$ cat src/rtl/instruction_fetch_unit.sv
// Fetch stage: one outstanding instruction-memory request at a time, PC tag capture,
// a small decode FIFO with registered head, and PC-register updates (sequential or redirect).
module instruction_fetch_unit #(
   parameter int unsigned ADDR_W     = 32,
   parameter int unsigned DATA_W     = 32,
   parameter int unsigned FIFO_DEPTH = 2,
   parameter int unsigned PC_LIMIT   = 2048
) (
   input  logic              Clock,
   input  logic              Reset,
   input  logic [ADDR_W-1:0] PC,
   output logic [ADDR_W-1:0] NewPC,
   output logic              WriteEnable,
   input  logic              Redirect,
   input  logic [ADDR_W-1:0] RedirectTarget,
   output logic              ImemReq,
   output logic [ADDR_W-1:0] ImemAddr,
   input  logic              ImemGnt,
   input  logic              ImemRvalid,
   input  logic [DATA_W-1:0] ImemRdata,
   output logic              InstrValid,
   output logic [DATA_W-1:0] Instr,
   output logic [ADDR_W-1:0] InstrPC,
   input  logic              DecodeReady
);

   localparam int unsigned PTR_W = (FIFO_DEPTH > 1) ? $clog2(FIFO_DEPTH) : 1;
   localparam int unsigned CNT_W = $clog2(FIFO_DEPTH + 1);

   typedef struct packed {
      logic [DATA_W-1:0] data;
      logic [ADDR_W-1:0] pc;
   } entry_t;

   typedef enum logic [1:0] {IDLE, REQ, WAIT} state_t;

   state_t            state, state_nxt;
   logic              drop, drop_nxt;
   logic              tag_load;
   logic [ADDR_W-1:0] tag;
   logic              push, pop;
   logic [ADDR_W:0]   pc_plus4;
   logic [ADDR_W-1:0] seq_pc;

   entry_t            mem [FIFO_DEPTH];
   logic [PTR_W-1:0]  rd_ptr, wr_ptr, rd_ptr_nxt;
   logic [CNT_W-1:0]  count, count_nxt;
   entry_t            push_entry, head_nxt;

   // Sequential next PC, one bit wider so the limit compare cannot overflow
   assign pc_plus4 = {1'b0, PC} + (ADDR_W+1)'(4);
   assign seq_pc   = (pc_plus4 > (ADDR_W+1)'(PC_LIMIT)) ? '0 : pc_plus4[ADDR_W-1:0];
   assign ImemAddr = PC;

   always_ff @(posedge Clock or negedge Reset) begin
      if (!Reset) begin
         state <= IDLE;
         drop  <= 1'b0;
         tag   <= '0;
      end else begin
         state <= state_nxt;
         drop  <= drop_nxt;
         if (tag_load) tag <= PC;
      end
   end

   // Request sequencing; a redirect overrides the PC update and flushes in-flight data
   always_comb begin
      state_nxt   = state;
      drop_nxt    = drop;
      ImemReq     = 1'b0;
      WriteEnable = 1'b0;
      NewPC       = '0;
      tag_load    = 1'b0;
      push        = 1'b0;
      case (state)
         IDLE: begin
            if (!Redirect && (count < CNT_W'(FIFO_DEPTH))) state_nxt = REQ;
         end
         REQ: begin
            ImemReq = 1'b1;
            if (ImemGnt) begin
               tag_load    = 1'b1;
               WriteEnable = 1'b1;
               NewPC       = seq_pc;
               state_nxt   = WAIT;
               if (Redirect) drop_nxt = 1'b1;
            end else if (Redirect) begin
               state_nxt = IDLE;
            end
         end
         WAIT: begin
            if (ImemRvalid) begin
               push      = !drop && !Redirect;
               drop_nxt  = 1'b0;
               state_nxt = IDLE;
            end else if (Redirect) begin
               drop_nxt = 1'b1;
            end
         end
         default: state_nxt = IDLE;
      endcase
      if (Redirect) begin
         WriteEnable = 1'b1;
         NewPC       = RedirectTarget;
      end
   end

   assign pop = InstrValid && DecodeReady;

   // Next head: the freshly pushed word when the FIFO drains to empty this edge
   always_comb begin
      push_entry.data = ImemRdata;
      push_entry.pc   = tag;
      rd_ptr_nxt      = rd_ptr + PTR_W'(pop);
      count_nxt       = count + CNT_W'(push) - CNT_W'(pop);
      head_nxt        = (count == CNT_W'(pop)) ? push_entry : mem[rd_ptr_nxt];
   end

   always_ff @(posedge Clock) begin
      if (push) mem[wr_ptr] <= push_entry;
   end

   always_ff @(posedge Clock or negedge Reset) begin
      if (!Reset) begin
         rd_ptr     <= '0;
         wr_ptr     <= '0;
         count      <= '0;
         InstrValid <= 1'b0;
         Instr      <= '0;
         InstrPC    <= '0;
      end else if (Redirect) begin
         rd_ptr     <= '0;
         wr_ptr     <= '0;
         count      <= '0;
         InstrValid <= 1'b0;
      end else begin
         if (push) wr_ptr <= wr_ptr + PTR_W'(1);
         rd_ptr     <= rd_ptr_nxt;
         count      <= count_nxt;
         InstrValid <= (count_nxt != '0);
         if (count_nxt != '0) begin
            Instr   <= head_nxt.data;
            InstrPC <= head_nxt.pc;
         end
      end
   end

endmodule

$ cat config.mk
export PLATFORM = sky130hd
export DESIGN_NAME = instruction_fetch_unit
export DESIGN_NICKNAME = d
export VERILOG_FILES = /design/src/rtl/instruction_fetch_unit.sv
export SDC_FILE = /design/constraint.sdc
export NUM_CORES = 1
export LEC_CHECK = 0
export BUFFER_PORTS_ARGS = -buffer_cell sky130_fd_sc_hd__buf_2
export CORE_ASPECT_RATIO = 1.1
export CORE_MARGIN = 2
export CORE_UTILIZATION = 40
export DETAILED_ROUTE_END_ITERATION = 16
export SETUP_SLACK_MARGIN = 0.3
export SLEW_MARGIN = 20
export SYNTH_ARGS = -nofsm -noshare
export SYNTH_HDL_FRONTEND = slang
export SYNTH_SLANG_ARGS = --single-unit
$ cat constraint.sdc
create_clock -name Clock -period 12.7 [get_ports Clock]
set_clock_uncertainty 0.05 [all_clocks]
set_input_delay 1.27 -clock Clock [delete_from_list [all_inputs] [get_ports Clock]]
set_output_delay 1.27 -clock Clock [all_outputs]
set_load 0.1 [all_outputs]
* Word-level counts from Yosys, hierarchy flattened *
Memories as Yosys holds them, arrays and structs flattened.
Index checks and enable logic that the tools add are counted.
Widths: inputs -> output; s select.

word-level totals
  input port bits = 102
  memories kept = 1
  register bits = 104
  bits in writable memories = 128
  output and inout bits = 131
  logic and storage cells = 64

memories
  memory  words  width  read ports  clocked after memory_dff  wr ports  RTL line  source
  mem     2      64     1           0                         1         45        entry_t mem [FIFO_DEPTH];

operators by class
  reductions and logical operators = 12
  order comparisons = 2
  bitwise logic cells = 1
  mux-type cells = 27
  add/subtract/negate cells = 5
  eq/ne operators = 7

operators by type and width
  kind                   count
  $mux 32                4
  $mux 64                1
  $add 32x3->33 const B  1
  $gt 33x12->1 const B   1
  $mux 1                 15
  $mux 2                 5
  $ne 2x2->1 const B     3
  $pmux 2 s3             1
  $reduce_bool 2->1      3
  $reduce_and 2->1       2
  $logic_and 1x1->1      3
  $ne 3x3->1 const B     1
  $reduce_and 3->1       1
  $add 2x1->2            1
  $eq 2x1->1             1
  $eq 2x1->1 const B     1
  $eq 2x2->1 const B     1
  $logic_not 1->1        2
  $logic_not 2->1        1
  $lt 2x2->1 const B     1
  $pmux 1 s2             1
  $sub 2x1->2            1
  $add 1x1->1            1
  $add 1x1->1 const B    1
  $not 1->1              1

* Depth between registers and ports, before layout *
Gate-level depths: netlist of the first run.

  depth in word-level cells = 8
  gate-level depth with buffers = 12
  mapped depth without buffers = 9

* Worst setup path after synthesis of the first run *
No wires, ideal clock.

  kind = input to register
  from = in Redirect
  to = mem mem[0][0] in the netlist's numbering, enable pin
  data required time = 12006 ps
  buffers on the path = 1
  arrival time = 7612 ps
  cell stages on the path = 2
  setup time = 644 ps
  path slack = 4394 ps
  cells stage by stage = clkbuf_1 > nor4_1

on the way
  cells in the longest elaborated chain, start to end = 6

RTL lines
  item                          RTL line  source
  from (decl)                   14        input logic Redirect,
  $logic_not 1->1               94        push = !drop && !Redirect;
  $logic_and 1x1->1             94
  $mux 1                        93        if (ImemRvalid) begin
  $mux 1                        76        case (state)
  $mux 1                        121       if (push) mem[wr_ptr] <= push_entry;
  $mux 1 (not written as such)  121
  to (decl)                     45

No other way between the ends.

* Worst setup path in the final report of the first run *
  from = in PC[2]
  to = out NewPC[6]

on the way
  cells in the longest elaborated chain, start to end = 6

RTL lines
  item               RTL line  source
  from (decl)        11        input logic [ADDR_W-1:0] PC,
  $add 32x3->33 (*)  51        assign pc_plus4 = {1'b0, PC} + (ADDR_W+1)'(4);
  $gt 33x12->1       52        assign seq_pc = (pc_plus4 > (ADDR_W+1)'(PC_LIMIT)) ? '0 : pc_plus4[ADDR_W-1:0];
  $mux 32 (*)        52
  $mux 32 (*)        82        if (ImemGnt) begin
  $mux 32 (*)        76
  $mux 32 (*)        103       if (Redirect) begin
  to (decl)          12        output logic [ADDR_W-1:0] NewPC,

Every way passes the cells marked *; elsewhere a longest branch is shown, timed or not.

==> results.json, run 1 <==
{
  "report.final.slew_viol_count": 0,
  "finalCritPeriodShare_pct": 48.1,
  "pwr-share-comb_pct": 45.3,
  "min_to": "Instr[7]",
  "pre_cts_ws_ps": 6550,
  "ant_nets": 0,
  "post-route-util_pct": 48.5,
  "antenna_found_initial": 0,
  "numCtsBuffers": 23,
  "synth-seq-cells": 232,
  "yosysSeqAreaShare_pct": 62.9,
  "cpPeakStageDelay_ps": 700,
  "cp_max_fo": 12,
  "die_y_microns": 172,
  "viasPerCell": 4.88,
  "final.setup.worst_slack_ps": 6600,
  "crit_buf_inv": 2,
  "hold_viol": 0,
  "htree_levels": 1,
  "ios": 233,
  "cp.required_ps": 11380,
  "cts.reportedPaths.clkPinSlew_ps": 60,
  "grt_first_pass_wirelength_microns": 35300,
  "setup_viol": 0,
  "clk_path_buf_depth": 3,
  "routed_wl_microns": 22100,
  "drive_gt1_share_pct": 31.0,
  "synthesis.area_sq_mm": 0.0103,
  "grt_max_degree": 111,
  "r2r_end": "Instr[4]",
  "wire_per_inst_microns": 15.6,
  "dieArea_sq_mm": 0.0269,
  "cts_tree": "yes",
  "cap_violations": 0,
  "drt_iter0_markers": 327,
  "hp-start": "Instr[7]",
  "start_util_pct": 40.6,
  "die_w_microns": 157,
  "clk_latency_ps": 510,
  "port_buffers": 232,
  "period_minus_slack_ps": 6100,
  "finalSetupTns_ps": 0,
  "hp-class": "reg2reg",
  "layout-area-overhead-vs-synth_pct": 19.5,
  "ys_warn_count": 0,
  "synth_edf_count": 128,
  "crit_path_start_kind": "input port",
  "avgSynthCellArea_sq_um": 11.8,
  "powerDensity_mw_per_mm2": 263,
  "p_sw_share_pct": 48.5,
  "final_net_count": 1156,
  "rows": 61,
  "clkSinkCount": 232,
  "worst_pin_slew_ps": 1010,
  "reg2reg_setup_slack_ps": 9450,
  "gp_congestion": 0.857,
  "drt-pass1-iter-count": 4,
  "vdd_drop_max_v": 0.000139,
  "post_cts_resize_count": 0,
  "clock-root-buffer": "clkbuf_16",
  "timing.rr.start": "state[0]",
  "cp-end-kind": "output pin",
  "fmax_mhz": 164,
  "syn_inst": 866,
  "clkPwrFrac_pct": 20.8,
  "postCtsSetupRepairBufs": 0,
  "antenna_cells": 0,
  "leakage_nw": 5.44,
  "outcome": "finished, final reports clean",
  "core_area_sq_mm": 0.0253,
  "yosys_most_used_dff": "edfxtp_1",
  "synthDistinctLibCells": 56,
  "hold_depth": 2,
  "cpLargestDelayFamily": "simple AND/OR/NAND/NOR gates",
  "critPathSlowestCell": "nand4_1",
  "async_reset_ff_share_pct": 44.8,
  "internal-power_mw": 1.66,
  "grt_overflow_total": 0,
  "via_count": 6902,
  "crit_type": "in2out",
  "seqPwrFrac_pct": 33.9,
  "hold_buffers": 0,
  "route.detailed.drc": 0,
  "p_switching_mw": 1.57,
  "rsz0062_at_grt": "no",
  "syn_nets": 971,
  "worstRegToRegCells": 8,
  "crit_arrival_ps": 4780,
  "crit_chain": "buf_2, ha_1, nand4_2, nor4_2, nand4_1, a221o_1, nor4_1, nand4_1, o21ai_0, buf_2",
  "hpwl_microns": 14400,
  "grt_pass1_vias": 6437,
  "slew_headroom_pct": 33.0,
  "track_usage_pct": 16.4
}
==> synthesized netlist by cell type (3+ instances only) <==
cell	number	share of area [%]
nor4_1	6	0.37
nor2_1	18	0.66
ha_1	3	0.37
nand2_1	156	5.7
nand3_1	6	0.29
edfxtp_1	128	37
o21ai_2	10	0.85
xnor2_1	9	0.77
and2_1	24	1.5
dfrtp_1	104	25
o31ai_1	3	0.22
buf_4	32	2.3
o21ai_0	141	6.9
inv_1	11	0.40
a21oi_1	3	0.15
nor2b_1	5	0.31
nand2b_1	4	0.24
a21o_1	4	0.29
mux2_2	28	3.1
buf_1	8	0.29
clkbuf_1	35	1.3
nand4_1	10	0.61
nor3_1	5	0.24
mux2i_1	66	6.4
xor2_1	6	0.51
buf_2	3	0.15
==> tightest hold or removal path, cell delays in order, from the launching register on <==
cell and delay [ps]:
dfrtp_1 340, nand2_1 40, o21ai_0 60
==> power groups by stage <==
stage / registers, mW / logic, mW / clock network (mW)
2_1_floorplan: 1.78 / 0.534 / 0
3_3_place_gp: 1.11 / 1.47 / 0
3_5_place_dp: 1.11 / 1.48 / 0
4_1_cts: 1.10 / 1.49 / 0.692
5_1_grt: 1.12 / 1.57 / 0.725
6_report: 1.09 / 1.46 / 0.670
==> metal layers <==
metal  wire [microns]  vias up  GRT usage [%]
met5                0        -              0
met4              330        0           4.03
met3              836       25           1.90
met2            10800      166           28.6
met1            10000     3263           22.0
li1                 -     3448              -
==> state kept, by name (all words and copies together) (netlist names), 2 cells and up <==
signal   flops
Instr       32
InstrPC     32
count        2
mem        128
state        2
tag         32
==> stage by stage <==
| step | hold slack, ps | instance area [sq um] | power (mW) | std cells |
|---|---|---|---|---|
| 2_1_floorplan | 403 | 10300 | 2.31 | 866 |
| 3_3_place_gp | 406 | 11500 | 2.58 | 1372 |
| 3_5_place_dp | 414 | 11500 | 2.60 | 1372 |
| 4_1_cts | 428 | 12300 | 3.28 | 1414 |
| 5_1_grt | 448 | 12300 | 3.41 | 1414 |
| 6_report | 422 | 12300 | 3.23 | 1414 |
==> logic make-up (layout without fill, tap and decap cells) <==
family	after synthesis	count (layout)	share of synthesized area, %
AND/OR/NAND/NOR	252	252	11.5
flip-flops	232	232	62.9
AO/OA/AOI/OAI	179	179	9.87
multiplexers	94	94	9.52
buffers and inverters	91	293	4.62
XOR/XNOR	15	15	1.28
adder cells (fa/ha/maj)	3	3	0.366
==> placed cells by master (no fill, tap or decap), types with 3 or more instances in the layout <==
cell,count
a21o_1,4
a21oi_1,3
and2_1,23
buf_2,231
buf_4,9
clkbuf_1,3
clkbuf_16,23
clkinv_2,6
dfrtp_1,104
edfxtp_1,128
ha_1,3
inv_1,11
mux2_2,28
mux2i_1,66
nand2_1,156
nand2b_1,3
nand3_1,6
nand4_1,10
nor2_1,17
nor2b_1,5
nor3_1,5
nor4_1,5
o21ai_0,141
o21ai_2,10
o31ai_1,3
xnor2_1,8
xor2_1,6
==> cell type report <==
| type | instances | area (sq um) |
|---|---|---|
| Clock buffer | 28 | 614 |
| Clock inverter | 14 | 135 |
| Tap cell | 346 | 433 |
| Multi-Input combinational cell | 543 | 3370 |
| Fill cell | 2293 | 13000 |
| Timing Repair Buffer | 240 | 1220 |
| Inverter | 11 | 41.3 |
| Sequential cell | 232 | 6450 |
==> how the worst max path moves through the flow <==
stage          cells after the start  slack [ps]   endpoint  startpoint
5_1_grt                           10        6220   NewPC[4]       PC[2]
2_1_floorplan                      2        4390  mem[0][0]    Redirect
3_3_place_gp                      10        6710   NewPC[6]       PC[2]
6_report                          10        6600   NewPC[6]       PC[2]
4_1_cts                           10        6520   NewPC[6]       PC[2]
3_5_place_dp                      10        6550   NewPC[6]       PC[2]
No activity file was read; power rests on OpenSTA's default activity.
==> run 2, diff against run 1 <==
Clock period 12.7 ns to 5.2 ns, I/O delays scaled along.
==> run 2 against run 1 <==
  * Utilization increased by 0.23 points
  * Global-route usage increased by 0.29 points
  * Clock-buffer cell count increased by 8
  * Largest power group unchanged
==> results.json, run 2 (synthesis gave the netlist of run 1 again) <==
{
  "outcome": "finished, final reports clean",
  "powerDensity_mw_per_mm2": 647,
  "final_net_count": 1158,
  "slew_headroom_pct": 34.2,
  "rsz0062_at_grt": "no",
  "post_cts_resize_count": 0,
  "r2r_end": "Instr[9]",
  "final_common_cell": "buf_2",
  "drive_gt1_share_pct": 30.7,
  "grt_pass1_vias": 6560,
  "dpl.cell_count": 1373,
  "hpwl_microns": 14700,
  "clk_latency_ps": 510,
  "fill_cells": 2329,
  "cts_tree": "yes",
  "largest_reg_flops": 128,
  "internal-power_mw": 4.14,
  "hp-class": "in2async",
  "cpPeakStageDelay_ps": 450,
  "start_util_pct": 40.6,
  "layout-area-overhead-vs-synth_pct": 20.1,
  "cp_max_fo": 12,
  "p_sw_share_pct": 48.0,
  "period_minus_slack_ps": 4020,
  "drt_iter0_markers": 324,
  "fmax_mhz": 249,
  "numCtsBuffers": 24,
  "via_count": 6871,
  "route.detailed.drc": 0,
  "final.setup.worst_slack_ps": 1180,
  "cts.reportedPaths.clkPinSlew_ps": 60,
  "htree_levels": 1,
  "die_y_microns": 172,
  "seqPwrFrac_pct": 33.6,
  "clkPwrFrac_pct": 21.4,
  "track_usage_pct": 16.7,
  "pwr-share-comb_pct": 45.0,
  "hold_viol": 0,
  "post_layout_nonfiller_instances": 1416,
  "die_w_microns": 157,
  "hold_buffers": 0,
  "p_switching_mw": 3.82,
  "setup_viol": 0,
  "place_area_sq_mm": 0.0115,
  "final_area_sq_mm": 0.0123,
  "worstRegToRegCells": 8,
  "vdd_drop_max_v": 0.000268,
  "grt_first_pass_wirelength_microns": 35800,
  "drt-pass1-iter-count": 4,
  "antenna_found_initial": 0,
  "cap_violations": 0,
  "cp-end-kind": "output pin",
  "grt_overflow_total": 0,
  "final_cell_mix": "buf_2, nand2_1, o21ai_0, edfxtp_1, dfrtp_1",
  "gp_congestion": 0.876,
  "routed_wl_microns": 22400,
  "cp.required_ps": 4630,
  "reg2reg_setup_slack_ps": 2410,
  "grt_max_degree": 129,
  "crit_buf_inv": 3,
  "wire_per_inst_microns": 15.8,
  "crit_path_start_kind": "input port",
  "antenna_cells": 0,
  "leakage_nw": 5.47,
  "pre_cts_ws_ps": 1200,
  "crit_type": "in2out",
  "clkSinkCount": 232,
  "viasPerCell": 4.85,
  "report.final.slew_viol_count": 0,
  "critPathSlowestCell": "buf_2",
  "core_area_sq_mm": 0.0253,
  "timing.rr.start": "state[0]",
  "port_buffers": 232,
  "crit_chain": "buf_2, ha_1, nand4_2, nor4_2, nand4_1, a221o_1, nor4_1, nand4_1, buf_4, o21ai_0, buf_2",
  "worst_pin_slew_ps": 986,
  "postCtsSetupRepairBufs": 0,
  "clock-root-buffer": "clkbuf_16",
  "cpLargestDelayFamily": "simple AND/OR/NAND/NOR gates",
  "finalCritPeriodShare_pct": 77.4,
  "regMostFlops": "mem",
  "ios": 233,
  "crit_arrival_ps": 3450,
  "power_mw": 7.96,
  "finalSetupTns_ps": 0,
  "ant_nets": 0,
  "rows": 61,
  "dieArea_sq_mm": 0.0269,
  "clk_path_buf_depth": 3
}
run 2: cell types whose count changed in the layout (fill, tap and decap cells not counted), sizes merged:
cell      previous run  this run
clkbuf              28        36
clkinv               9         4
buf                240       241
clkinvlp             2         1
inv                 12        11
run 2: cell type report:
| type | count | area [sq um] | area share (%) |
|---|---|---|---|
| flip-flops and latches | 232 | 6450 | 52.3 |
| multi-input cells | 543 | 3370 | 27.4 |
| repair buffers | 241 | 1230 | 10.0 |
| clock buffers | 36 | 697 | 5.66 |
| well taps | 346 | 433 | 3.51 |
| clock inverters | 7 | 91.3 | 0.741 |
| inverters | 11 | 41.3 | 0.335 |
run 2: power groups by stage:
stage | sequential [mW] | combinational, mW | clock [mW]
floorplan | 4.34 | 1.30 | 0
global placement | 2.70 | 3.61 | 0
detailed placement | 2.72 | 3.63 | 0
CTS | 2.68 | 3.63 | 1.75
global route | 2.74 | 3.85 | 1.84
finish | 2.68 | 3.58 | 1.70
run 2: per-stage QoR:
step                util [%]  hold WS [ps]
floorplan                  -           174
global placement        45.6           406
detailed placement      45.6           415
CTS                     48.7          33.6
global route            48.8          67.7
finish                  48.8          13.0
run 2: worst max-delay path by stage:
stage          startpoint        to  slack [ps]  depth (start not counted)
6_report            PC[2]  NewPC[4]        1180                         11
5_1_grt             PC[2]  NewPC[4]         930                         11
4_1_cts             PC[2]  NewPC[4]        1200                         11
3_5_place_dp        PC[2]  NewPC[4]        1200                         11
3_3_place_gp        PC[2]  NewPC[6]        1270                         11
2_1_floorplan       PC[2]  NewPC[4]         300                          8
run 2: routing by layer:
metal  GRT usage [%]  share of wire (%)  vias up  wire length, microns
met1            22.3                 45     3238                 10100
met5               0                  0        -                     0
met2            28.8                 49      169                 11000
met4            4.35                1.7        0                   391
li1                -                  -     3434                     -
met3            2.31                4.0       30                   898
run 2: worst reg2reg max path: stages (launching register included):
cell and delay (ps):
dfrtp_1 430, nor2b_1 160, nand2_1 120, nor3_1 350, ha_1 310, nor2b_1 160
nor2_4 150, buf_6 620, o21ai_0 280
==> run 3, diff against run 2 <==
Settings changed: ABC_AREA from default to 1.
Clock period 5.2 ns to 3.6 ns, I/O delays scaled along.
==> run 3 against run 2 <==
  * Wire length is 6.5% higher
  * Sequential power is 46% higher
  * Hold slack better by 4.5 ps
  * Non-clock buffer count is 26 higher
==> results.json, run 3 <==
{
  "slew_headroom_pct": 49.6,
  "gr-usage-met3_pct": 2.14,
  "rows": 63,
  "rsz0062_at_grt": "no",
  "fmax_mhz": 325,
  "cap_violations": 0,
  "htree_levels": 1,
  "hold_depth": 1,
  "start_util_pct": 40.4,
  "drt_iter0_markers": 346,
  "outcome": "finished, final reports clean",
  "seqPwrFrac_pct": 33.1,
  "final_net_count": 1317,
  "crit_type": "in2out",
  "finalSetupTns_ps": 0,
  "min_to": "mem[1][54]",
  "synth-seq-cells": 232,
  "die_w_microns": 161,
  "synthDistinctLibCells": 36,
  "final_common_cell": "nand2_1",
  "port_buffers": 232,
  "powerDensity_mw_per_mm2": 900,
  "grt_util_met1_pct": 22.3,
  "syn_nets": 1098,
  "yosys_most_used_dff": "edfxtp_1",
  "power_mw": 11.8,
  "post-route-util_pct": 49.2,
  "cp_max_fo": 12,
  "reg2reg_setup_slack_ps": 930,
  "dieArea_sq_mm": 0.0283,
  "ios": 233,
  "cp-end-kind": "output pin",
  "grt_first_pass_wirelength_microns": 38300,
  "clk_path_buf_depth": 3,
  "synthesis.area_sq_mm": 0.0108,
  "drive_gt1_share_pct": 30.7,
  "antenna_cells": 0,
  "die_y_microns": 176,
  "synth_edf_count": 128,
  "internal-power_mw": 6.17,
  "synth_largest_area_cell": "edfxtp_1",
  "final_cell_mix": "nand2_1, buf_2, edfxtp_1, dfrtp_1, o21ai_0",
  "clk_latency_ps": 510,
  "cp.required_ps": 3190,
  "viasPerCell": 4.73,
  "ys_top_cells_by_count": "nand2_1, edfxtp_1, dfrtp_1, o21ai_0, inv_1",
  "worst_pin_slew_ps": 756,
  "cts.reportedPaths.clkPinSlew_ps": 60,
  "via_count": 7492,
  "antenna_found_initial": 0,
  "vdd_drop_max_v": 0.000540,
  "crit_chain": "buf_2, ha_1, nand2_2, nor2_8, nand3_2, o21ai_1, nand2_1, nor2_1, nand3_1, nor2_2, nand4_1, nand2_1, buf_2",
  "syn_inst": 993,
  "final.setup.worst_slack_ps": 520,
  "grt_pass1_vias": 7294,
  "report.final.slew_viol_count": 0,
  "clkSinkCount": 232,
  "grt_overflow_total": 0,
  "grt_max_degree": 129,
  "avgSynthCellArea_sq_um": 10.9,
  "wire_per_inst_microns": 15.1,
  "yosysSeqAreaShare_pct": 59.7,
  "hp-class": "in2reg",
  "pwr-share-comb_pct": 47.4,
  "regMostFlops": "mem",
  "pre_cts_ws_ps": 469,
  "yosysMostFrequentCell": "nand2_1",
  "timing.rr.start": "InstrValid",
  "hpwl_microns": 16100,
  "clkPwrFrac_pct": 19.6,
  "clock-root-buffer": "clkbuf_16",
  "r2r_end": "Instr[0]",
  "critPathSlowestCell": "buf_2",
  "routed_wl_microns": 23900,
  "route.detailed.drc": 0,
  "synth_area_leaders": "edfxtp_1, dfrtp_1, nand2_1",
  "grt-busiest-layer": "met2",
  "timing.hold.ws_ps": 17.5,
  "worstRegToRegCells": 11,
  "p_sw_share_pct": 47.8,
  "async_reset_ff_share_pct": 44.8,
  "use_met2_pct": 29.0,
  "crit_path_start_kind": "input port",
  "synth_top_area_share_pct": 35.6,
  "gp_congestion": 0.841,
  "period_minus_slack_ps": 3080,
  "drt-pass1-iter-count": 5,
  "layout-area-overhead-vs-synth_pct": 21.7,
  "setup_viol": 0,
  "hp-start": "ImemRdata[22]",
  "leakage_nw": 6.33,
  "ys_warn_count": 0,
  "numCtsBuffers": 23,
  "crit_arrival_ps": 2670,
  "finalCritPeriodShare_pct": 85.6,
  "core_area_sq_mm": 0.0267,
  "fill_cells": 2497,
  "p_switching_mw": 5.65,
  "largest_reg_flops": 128,
  "cpPeakStageDelay_ps": 420,
  "track_usage_pct": 16.8,
  "cts_tree": "yes",
  "hold_viol": 0,
  "ant_nets": 0
}
run 3: worst max-delay path by stage:
| stage | start | end | depth (start not counted) |
|---|---|---|---|
| after floorplan | state[1] | mem[1][0] | 6 |
| after global placement | PC[2] | NewPC[0] | 13 |
| after detailed placement | PC[2] | NewPC[0] | 13 |
| after CTS | PC[2] | NewPC[0] | 13 |
| after global routing | PC[2] | NewPC[0] | 13 |
| final | PC[2] | NewPC[0] | 13 |
run 3: cell type report:
cell class	instances	area, sq um	share of cell area, %
Multi-Input combinational cell	615	3700	28.2
Timing Repair Buffer	267	1540	11.7
Tap cell	357	447	3.40
Sequential cell	232	6450	49.0
Clock buffer	32	629	4.79
Inverter	73	274	2.08
Clock inverter	9	97.6	0.743
run 3: worst max-delay path, delay by kind of cell:
| family | cells | cell delay [ps] |
|---|---|---|
| AND/OR/NAND/NOR | 9 | 1350 |
| buffers and inverters | 2 | 580 |
| adder cells (fa/ha/maj) | 1 | 220 |
| AO/OA/AOI/OAI | 1 | 140 |
run 3: per-layer routing:
| layer | wire length (microns) | part of all wire, % | up-vias |
|---|---|---|---|
| li1 | - | - | 3765 |
| met2 | 11700 | 49 | 183 |
| met3 | 984 | 4.1 | 30 |
| met1 | 10800 | 45 | 3514 |
| met5 | 0 | 0 | - |
| met4 | 436 | 1.8 | 0 |
run 3: through the flow:
stage	area, sq um	cells
finish	13100	1585
floorplan	10800	993
detailed placement	12200	1522
global placement	12200	1522
global route	13100	1585
CTS	13100	1583
run 3: what timing repair did:
action	4_1_cts	5_1_grt
gates resized for setup	0	1
hold endpoints to repair	86	3
buffers inserted	0	0
hold buffers	20	2
endpoints found under the setup margin	0	2
run 3: kinds of logic (layout without fill, tap and decap cells):
kind of cell             Yosys count  count (layout)  synth area share (%)
AO/OA/AOI/OAI                     97              97                  4.59
flip-flops                       232             232                  59.7
adder cells (fa/ha/maj)            3               3                 0.348
AND/OR/NAND/NOR                  380             380                  15.6
multiplexers                     128             128                  12.6
XOR/XNOR                           7               7                 0.568
buffers and inverters            146             381                  6.60
run 3: power groups by stage:
stage                     logic [mW]  registers (mW)  clock network [mW]
after floorplan                 2.13            6.37                   0
after global placement          5.60            3.94                   0
after detailed placement        5.64            3.97                   0
after CTS                       5.67            3.92                2.39
after global routing            5.97            4.00                2.50
final                           5.60            3.91                2.31
